`config.mk`:
```
export PLATFORM = sky130hd
export DESIGN_NAME = note_sequencer_flat
export DESIGN_NICKNAME = d
export VERILOG_FILES = /design/src/rtl/note_sequencer_if.sv /design/src/rtl/note_sequencer.sv /design/src/flat_wrapper.sv
export SDC_FILE = /design/constraint.sdc
export NUM_CORES = 1
export LEC_CHECK = 0
export BUFFER_PORTS_ARGS = -buffer_cell sky130_fd_sc_hd__buf_2
export CAP_MARGIN = 20
export CORE_MARGIN = 3
export CORE_UTILIZATION = 29
export CTS_CLUSTER_SIZE = 16
export DETAILED_ROUTE_END_ITERATION = 6
export MAX_ROUTING_LAYER = met4
export PLACE_DENSITY = 0.58
export SLEW_MARGIN = 40
export SYNTH_ARGS = -nofsm -noshare
export SYNTH_HDL_FRONTEND = slang
export SYNTH_SLANG_ARGS = --single-unit
```
`constraint.sdc`:
```
create_clock -name CLOCK_50 -period 7.3 [get_ports CLOCK_50]
set_clock_uncertainty 0.2 [all_clocks]
set_input_delay 0.73 -clock CLOCK_50 [delete_from_list [all_inputs] [get_ports CLOCK_50]]
set_output_delay 0.73 -clock CLOCK_50 [all_outputs]
set_load 0.02 [all_outputs]
```
`src/rtl/note_sequencer_if.sv`:
```
// Audio-controller side of the note sequencer: output-allowed / write handshake plus sample bus.
// The sequencer uses the master modport; the audio controller uses the slave modport.
interface note_sequencer_if;
    logic        audio_out_allowed;
    logic [31:0] sample;
    logic        sample_write;

    // sample_write is audio_out_allowed delayed by one cycle; sample is stable while it is high.
    modport master (
        input  audio_out_allowed,
        output sample,
        output sample_write
    );

    modport slave (
        output audio_out_allowed,
        input  sample,
        input  sample_write
    );
endinterface

```
`src/rtl/note_sequencer.sv`:
```
// Melody table sequencer with live-key arbitration and square-wave sample generation.
// Define PIANO_SEQ_LOOP_EN to make the loop input replay the table at its end marker.
module note_sequencer #(
    parameter int TICK_DIV  = 500000,
    parameter int GAP_TICKS = 2,
    parameter int SEQ_LEN   = 16,
    parameter int AMPLITUDE = 10000000
) (
    input  logic             CLOCK_50,
    input  logic             reset,
    input  logic             start,
    input  logic             stop,
    input  logic             loop,
    input  logic [9:0]       live_keys,
    note_sequencer_if.master aud,
    output logic [18:0]      half_period,
    output logic             busy,
    output logic [3:0]       note_idx,
    output logic             src_live
);
    typedef enum logic [1:0] {IDLE, LOAD, PLAY, GAP} state_t;

    localparam int PW = $clog2(TICK_DIV);
    localparam int GW = (GAP_TICKS < 2) ? 1 : $clog2(GAP_TICKS);
    localparam logic [PW-1:0] PRESC_LAST = PW'(TICK_DIV - 1);
    localparam logic [GW-1:0] GAP_LAST   = GW'((GAP_TICKS > 0) ? GAP_TICKS - 1 : 0);
    localparam logic [3:0]    IDX_LAST   = 4'(SEQ_LEN - 1);
    localparam logic signed [31:0] AMP_POS = 32'(AMPLITUDE);
    localparam logic signed [31:0] AMP_NEG = -AMP_POS;

    function automatic logic [18:0] code_hp(input logic [3:0] code);
        case (code)
            4'd0:    code_hp = 19'd95554;
            4'd1:    code_hp = 19'd85132;
            4'd2:    code_hp = 19'd75842;
            4'd3:    code_hp = 19'd71586;
            4'd4:    code_hp = 19'd63775;
            4'd5:    code_hp = 19'd56818;
            4'd6:    code_hp = 19'd50620;
            4'd7:    code_hp = 19'd47778;
            4'd8:    code_hp = 19'd42568;
            4'd9:    code_hp = 19'd37922;
            default: code_hp = 19'd0;
        endcase
    endfunction

    // Entry = {code, dur}; dur == 0 marks the end of the melody.
    function automatic logic [11:0] seq_entry(input logic [3:0] idx);
        case (idx)
            4'd0:    seq_entry = {4'd0, 8'd25};
            4'd1:    seq_entry = {4'd1, 8'd25};
            4'd2:    seq_entry = {4'd2, 8'd25};
            4'd3:    seq_entry = {4'd3, 8'd25};
            4'd4:    seq_entry = {4'd4, 8'd25};
            4'd5:    seq_entry = {4'd5, 8'd25};
            4'd6:    seq_entry = {4'd6, 8'd25};
            4'd7:    seq_entry = {4'd7, 8'd25};
            default: seq_entry = 12'h000;
        endcase
    endfunction

`ifdef PIANO_SEQ_LOOP_EN
    logic loop_en;
    assign loop_en = loop;
`else
    logic loop_en;
    logic unused_loop;
    assign loop_en     = 1'b0;
    assign unused_loop = loop;
`endif

    state_t          state_q, state_d;
    logic [3:0]      idx_q, idx_d;
    logic            wrap_q, wrap_d;
    logic [7:0]      remaining_q, remaining_d;
    logic [PW-1:0]   presc_q, presc_d;
    logic [GW-1:0]   gap_cnt_q, gap_cnt_d;
    logic            busy_q, busy_d;
    logic            src_live_q, src_live_d;
    logic [18:0]     half_period_q, half_period_d;
    logic [18:0]     hp_prev_q, hp_prev_d;
    logic [18:0]     sq_cnt_q, sq_cnt_d;
    logic            phase_q, phase_d;
    logic [31:0]     sample_q, sample_d;
    logic            sample_write_q, sample_write_d;

    logic [11:0]     entry_cur, entry_nxt;
    logic [3:0]      key_code;
    logic            tick, advance;

    always_comb begin
        key_code = 4'd0;
        for (int i = 0; i < 10; i++) begin
            if (live_keys[i]) key_code = 4'(i);
        end
    end

    always_comb begin
        state_d     = state_q;
        idx_d       = idx_q;
        wrap_d      = wrap_q;
        remaining_d = remaining_q;
        presc_d     = presc_q;
        gap_cnt_d   = gap_cnt_q;
        advance     = 1'b0;
        entry_cur   = seq_entry(idx_q);
        tick        = (presc_q == PRESC_LAST);

        // Live keys own the tone: the whole sequencer holds its place.
        if (!src_live_q) begin
            case (state_q)
                IDLE: begin
                    if (start) begin
                        state_d = LOAD;
                        idx_d   = 4'd0;
                        wrap_d  = 1'b0;
                    end
                end
                LOAD: begin
                    presc_d   = '0;
                    gap_cnt_d = '0;
                    if (entry_cur[7:0] != 8'd0 && !wrap_q) begin
                        state_d     = PLAY;
                        remaining_d = entry_cur[7:0];
                    end else if (loop_en && (idx_q != 4'd0 || wrap_q)) begin
                        idx_d  = 4'd0;
                        wrap_d = 1'b0;
                    end else begin
                        state_d = IDLE;
                        idx_d   = 4'd0;
                        wrap_d  = 1'b0;
                    end
                end
                PLAY: begin
                    presc_d = tick ? '0 : presc_q + 1'b1;
                    if (tick) begin
                        if (remaining_q == 8'd1) begin
                            remaining_d = 8'd0;
                            if (GAP_TICKS > 0) state_d = GAP;
                            else               advance = 1'b1;
                        end else begin
                            remaining_d = remaining_q - 8'd1;
                        end
                    end
                end
                GAP: begin
                    presc_d = tick ? '0 : presc_q + 1'b1;
                    if (tick) begin
                        if (gap_cnt_q == GAP_LAST) begin
                            gap_cnt_d = '0;
                            advance   = 1'b1;
                        end else begin
                            gap_cnt_d = gap_cnt_q + 1'b1;
                        end
                    end
                end
                default: state_d = IDLE;
            endcase

            // Finishing the last table slot is treated as reaching an end marker.
            if (advance) begin
                state_d = LOAD;
                if (idx_q == IDX_LAST) wrap_d = 1'b1;
                else                   idx_d  = idx_q + 4'd1;
            end
        end

        if (stop) begin
            state_d     = IDLE;
            idx_d       = 4'd0;
            wrap_d      = 1'b0;
            remaining_d = 8'd0;
            presc_d     = '0;
            gap_cnt_d   = '0;
        end
    end

    always_comb begin
        entry_nxt  = seq_entry(idx_d);
        busy_d     = (state_d != IDLE);
        src_live_d = $onehot(live_keys);
        if (src_live_d)            half_period_d = code_hp(key_code);
        else if (state_d == PLAY)  half_period_d = code_hp(entry_nxt[11:8]);
        else                       half_period_d = 19'd0;

        hp_prev_d = half_period_q;
        if (half_period_q == 19'd0 || half_period_q != hp_prev_q) begin
            sq_cnt_d = 19'd0;
            phase_d  = 1'b0;
        end else if (sq_cnt_q == half_period_q) begin
            sq_cnt_d = 19'd0;
            phase_d  = ~phase_q;
        end else begin
            sq_cnt_d = sq_cnt_q + 19'd1;
            phase_d  = phase_q;
        end

        if (half_period_q == 19'd0) sample_d = 32'd0;
        else                        sample_d = phase_q ? AMP_POS : AMP_NEG;
        sample_write_d = aud.audio_out_allowed;
    end

    always_ff @(posedge CLOCK_50 or posedge reset) begin
        if (reset) begin
            state_q        <= IDLE;
            idx_q          <= 4'd0;
            wrap_q         <= 1'b0;
            remaining_q    <= 8'd0;
            presc_q        <= '0;
            gap_cnt_q      <= '0;
            busy_q         <= 1'b0;
            src_live_q     <= 1'b0;
            half_period_q  <= 19'd0;
            hp_prev_q      <= 19'd0;
            sq_cnt_q       <= 19'd0;
            phase_q        <= 1'b0;
            sample_q       <= 32'd0;
            sample_write_q <= 1'b0;
        end else begin
            state_q        <= state_d;
            idx_q          <= idx_d;
            wrap_q         <= wrap_d;
            remaining_q    <= remaining_d;
            presc_q        <= presc_d;
            gap_cnt_q      <= gap_cnt_d;
            busy_q         <= busy_d;
            src_live_q     <= src_live_d;
            half_period_q  <= half_period_d;
            hp_prev_q      <= hp_prev_d;
            sq_cnt_q       <= sq_cnt_d;
            phase_q        <= phase_d;
            sample_q       <= sample_d;
            sample_write_q <= sample_write_d;
        end
    end

    assign half_period      = half_period_q;
    assign busy             = busy_q;
    assign note_idx         = idx_q;
    assign src_live         = src_live_q;
    assign aud.sample       = sample_q;
    assign aud.sample_write = sample_write_q;
endmodule

```
`src/flat_wrapper.sv`:
```
// flat-port wrapper written by rule: the top's interface ports become plain ports
module note_sequencer_flat 
#(
    parameter int TICK_DIV  = 500000,
    parameter int GAP_TICKS = 2,
    parameter int SEQ_LEN   = 16,
    parameter int AMPLITUDE = 10000000
)
  (CLOCK_50, reset, start, stop, loop, live_keys, half_period, busy, note_idx, src_live, aud_audio_out_allowed, aud_sample, aud_sample_write);
  note_sequencer_if aud_i ();
  input  logic CLOCK_50;
  input  logic reset;
  input  logic start;
  input  logic stop;
  input  logic loop;
  input  logic [9:0] live_keys;
  output logic [18:0] half_period;
  output logic busy;
  output logic [3:0] note_idx;
  output logic src_live;
  input wire logic [$bits(aud_i.audio_out_allowed)-1:0] aud_audio_out_allowed;
  output wire logic [$bits(aud_i.sample)-1:0] aud_sample;
  output wire logic [$bits(aud_i.sample_write)-1:0] aud_sample_write;
  assign aud_i.audio_out_allowed = aud_audio_out_allowed;
  assign aud_sample = aud_i.sample;
  assign aud_sample_write = aud_i.sample_write;
  note_sequencer #(.TICK_DIV(TICK_DIV), .GAP_TICKS(GAP_TICKS), .SEQ_LEN(SEQ_LEN), .AMPLITUDE(AMPLITUDE)) u_core (.CLOCK_50(CLOCK_50), .reset(reset), .start(start), .stop(stop), .loop(loop), .live_keys(live_keys), .aud(aud_i), .half_period(half_period), .busy(busy), .note_idx(note_idx), .src_live(src_live));
endmodule
```
==> run summary <==
The number of placed I/O pins came out at 74. At the pin with the least slew margin, the transition time is 719 ps. The die width came out at 147 um. The max-cap check violation count is 0. The final count of pins violating max slew was 0. The die covers 0.0217 mm2. The number of distinct standard cells referenced by the synthesized netlist is 72.

The number of cell rows came out at 51. The layout overhead on the synthesized area is 12.1%. In this run the remaining antenna-violating nets after routing total 0. The arrival time of data at the critical path endpoint came out at 4930 ps. The global-route wire length before repair is 21.0 mm. Summing over every cut layer, the via total after detailed routing is 4,377. Prior to clock tree synthesis, the placed netlist has a worst setup slack of 2110 ps. The standby leakage power is 0.00300 uW. The placeable core region is 0.0196 mm2.

The maximum clock frequency came out at 0.207 GHz. Detailed placement ended at an HPWL of 9.11 mm. The cell type with the highest aggregate area in the netlist is sky130_fd_sc_hd__dfrtp_1.

The flop and latch count out of synthesis is 95. The delay of the slowest cell on the worst path is 780 ps. Counting flops with a built-in enable in the synthesized netlist gives 0. The number of instances resized during post-cts repair came out at 0. The proportion of register bits with asynchronous set or reset after synthesis is 1.00. The mean cell area of the mapped netlist is 9.50 um2. In the post-route analysis, the smallest setup slack over all paths is 2460 ps. The most instantiated library cell after synthesis is sky130_fd_sc_hd__dfrtp_1.

Port buffering added 63 buffers. The H-tree level count came out at 3. The share of layout cells above drive strength 1 is 0.168. The final critical path time including I/O delays and setup came out at 4840 ps. The total power of the final layout came out at 1840 uW. The number of nets in the layout is 695. Of the post-synthesis cell area, the dominant cell type holds 0.410. The critical path is of the in -> reg type.

The power per unit of standard cell area is 283 mW/mm2. The global placer's final weighted congestion is 0.822. The largest driver fanout on the critical path came out at 11. For this run the aggregate overflow at the end of global routing stands at 0. Hold timing on the final database bottoms out at a slack of 81.9 ps.

The most critical setup path has its startpoint at live_keys[8]. The synthesized netlist cell count came out at 611. The worst pin sits at a relative slew slack of 0.514. Clock-pin slew was measured on the worst setup and hold paths at 70 ps. Counting instances in the post-synthesis netlist gives the leading cell types as sky130_fd_sc_hd__dfrtp_1, sky130_fd_sc_hd__nor2_1, sky130_fd_sc_hd__inv_1, sky130_fd_sc_hd__nand2_1, sky130_fd_sc_hd__xnor2_1. The later pin in the worst-skew pair is clocked with a latency of 360 ps.

The detailed-router iteration count before antenna repair came out at 4. The startpoint identified for the worst register-to-register timing path is u_core.presc_q[7]$_DFFE_PP0P_. The via count of the first global-routing pass is 4,206. The total placed instance area came out at 0.00619 mm2. The number of synthesis warnings came out at 0.

The register-to-register path setup slack came out at 4060 ps. The total global routing track utilization came out at 0.122. The endpoint type of the worst setup path is a flop. Dividing the detail-routed wire length by the instance count gives 13.7 um. The initial antenna violation count is 0. The number of buffers on the longest clock path is 2. Traced cell by cell, the critical path runs through buf_2 > inv_1 > ha_1 > inv_1 > fa_1 > fa_1 > inv_1 > fa_1 > fa_1 > nor2_1 > a21oi_1 > or4b_2 > inv_1 > nand2_1 > a211oi_1 > a311o_1. Clock tree synthesis selected as its root buffer the cell sky130_fd_sc_hd__clkbuf_16. The flow ran to the end, and the final reports show no timing, DRC or antenna violations. The post-detailed-route DRC marker count is 0. The number of setup violations in the final report is 0. The number of buffers added for setup after CTS came out at 0. Setup repair after global routing left no endpoint under its margin. The most instantiated flip-flop cell in the synthesis netlist is sky130_fd_sc_hd__dfrtp_1.

The cts-stage hold buffer count came out at 0. The final non-filler cell area came out at 0.00651 mm2. Dividing the detail-routed via count by the number of cells gives 4.77. The number of buffers created by CTS came out at 9. The worst setup path is launched from a primary input. The initial core utilization came out at 0.296. The count of antenna diodes in the layout is 0.

The height of the chip is 147 um. The maximum number of pins on one net before global-route repair came out at 82. The number of hold violations in the final report came to 0. In the finished design, the share of the clock period the worst path needs comes to 0.663. IR analysis of the VDD net gives a maximum drop of 0.119 mV.

On the critical path, the stage with the largest delay is an instance of sky130_fd_sc_hd__or4b_2. The clock net in this run drives a total of 95 sinks. The post-synthesis instance area is 0.00580 mm2. The clock tree from TritonCTS is yes. The iteration-0 DRC count of the detailed router is 248. The sequential element share of the synthesized area came out at 0.410. Yosys attributes the largest share of cell area to sky130_fd_sc_hd__dfrtp_1, sky130_fd_sc_hd__xnor2_1, sky130_fd_sc_hd__ha_1. The required time at the endpoint of the critical path came out at 7390 ps. After filler insertion, the fill cell instance count of the layout stands at 2,040.

The aggregate negative setup slack came out at 0 ps. In this run the worst hold path is classified as in -> async. The total wirelength of the detailed-routed design is 12.6 mm.
## cell type report
type,count,area (um2),share of cell area
Clock buffer,9,225,0.0346
Clock inverter,7,86.3,0.0133
Inverter,40,153,0.0235
Multi-Input combinational cell,437,3000,0.461
Sequential cell,95,2380,0.365
Tap cell,265,332,0.0510
Timing Repair Buffer,65,337,0.0517
## cells by family after synthesis
kind of cell,after synthesis,share of synthesized area
other cells,1,0.000646
mux,6,0.0112
compound gates,101,0.116
flops,95,0.410
xor+xnor,63,0.0951
simple gates,227,0.213
buf+inv,87,0.0798
fa+ha+maj,31,0.0746
## per-stage QoR
step                instances  utilization
floorplan                 619            -
global placement          902        0.316
detailed placement        902        0.316
CTS                       918        0.332
global route              918        0.332
finish                    918        0.332
## sequential cells by signal, indices dropped and copies added (netlist names)
name / flops
u_core.state_q: 2
u_core.aud.sample_write: 1
u_core.hp_prev_q: 17
u_core.phase_q: 1
u_core.busy: 1
u_core.aud.sample: 3
u_core.remaining_q: 8
u_core.wrap_q: 1
u_core.presc_q: 19
u_core.half_period: 17
u_core.note_idx: 4
u_core.sq_cnt_q: 19
u_core.gap_cnt_q: 1
u_core.src_live: 1
## layout by cell type, fill, tap and decap left out, types with 5 or more instances in the layout
cell	instances
sky130_fd_sc_hd__a21oi_1	23
sky130_fd_sc_hd__and2_1	8
sky130_fd_sc_hd__and3_1	12
sky130_fd_sc_hd__buf_2	63
sky130_fd_sc_hd__clkbuf_16	9
sky130_fd_sc_hd__conb_1	9
sky130_fd_sc_hd__dfrtp_1	95
sky130_fd_sc_hd__fa_1	6
sky130_fd_sc_hd__ha_1	25
sky130_fd_sc_hd__inv_1	38
sky130_fd_sc_hd__mux2i_1	5
sky130_fd_sc_hd__nand2_1	39
sky130_fd_sc_hd__nand3_1	25
sky130_fd_sc_hd__nand4_1	11
sky130_fd_sc_hd__nor2_1	66
sky130_fd_sc_hd__nor2b_1	8
sky130_fd_sc_hd__nor3_1	10
sky130_fd_sc_hd__nor4_1	9
sky130_fd_sc_hd__o21ai_0	27
sky130_fd_sc_hd__o22ai_1	7
sky130_fd_sc_hd__o31ai_1	7
sky130_fd_sc_hd__or3_1	5
sky130_fd_sc_hd__xnor2_1	37
sky130_fd_sc_hd__xor2_1	26
## routing by layer
| metal | up-vias | track usage | share of wire |
|---|---|---|---|
| li1 | 2143 | - | - |
| met1 | 2132 | 0.160 | 0.49 |
| met2 | 87 | 0.191 | 0.46 |
| met3 | 15 | 0.0288 | 0.040 |
| met4 | 0 | 0.0354 | 0.015 |
| met5 | - | - | 0 |
## worst max-delay path: cells and delay by family
family          cells  cell delay (ps)
fa+ha+maj           5             2120
simple gates        3             1090
compound gates      3              520
buf+inv             5              480
## final timing paths
| check | end | cells past startpoint |
|---|---|---|
| hold / removal | u_core.aud.sample_write$_DFF_PP0_ | 2 |
| setup reg to reg | u_core.half_period[2]$_DFF_PP0_ | 9 |
| hold reg to reg | u_core.aud.sample[30]$_DFF_PP0_ | 1 |
| setup / recovery | u_core.half_period[7]$_DFF_PP0_ | 16 |
| max in group asynchronous | u_core.hp_prev_q[2]$_DFF_PP0_ | 3 |
| min in group CLOCK_50 | u_core.aud.sample_write$_DFF_PP0_ | 1 |
## power by group
| part | switching [uW] | total (uW) | internal [uW] |
|---|---|---|---|
| clock | 236 | 482 | 245 |
| sequential | 112 | 715 | 603 |
| combinational | 399 | 642 | 243 |
| total | 747 | 1840 | 1090 |
Power figures use the tool's default switching activity.
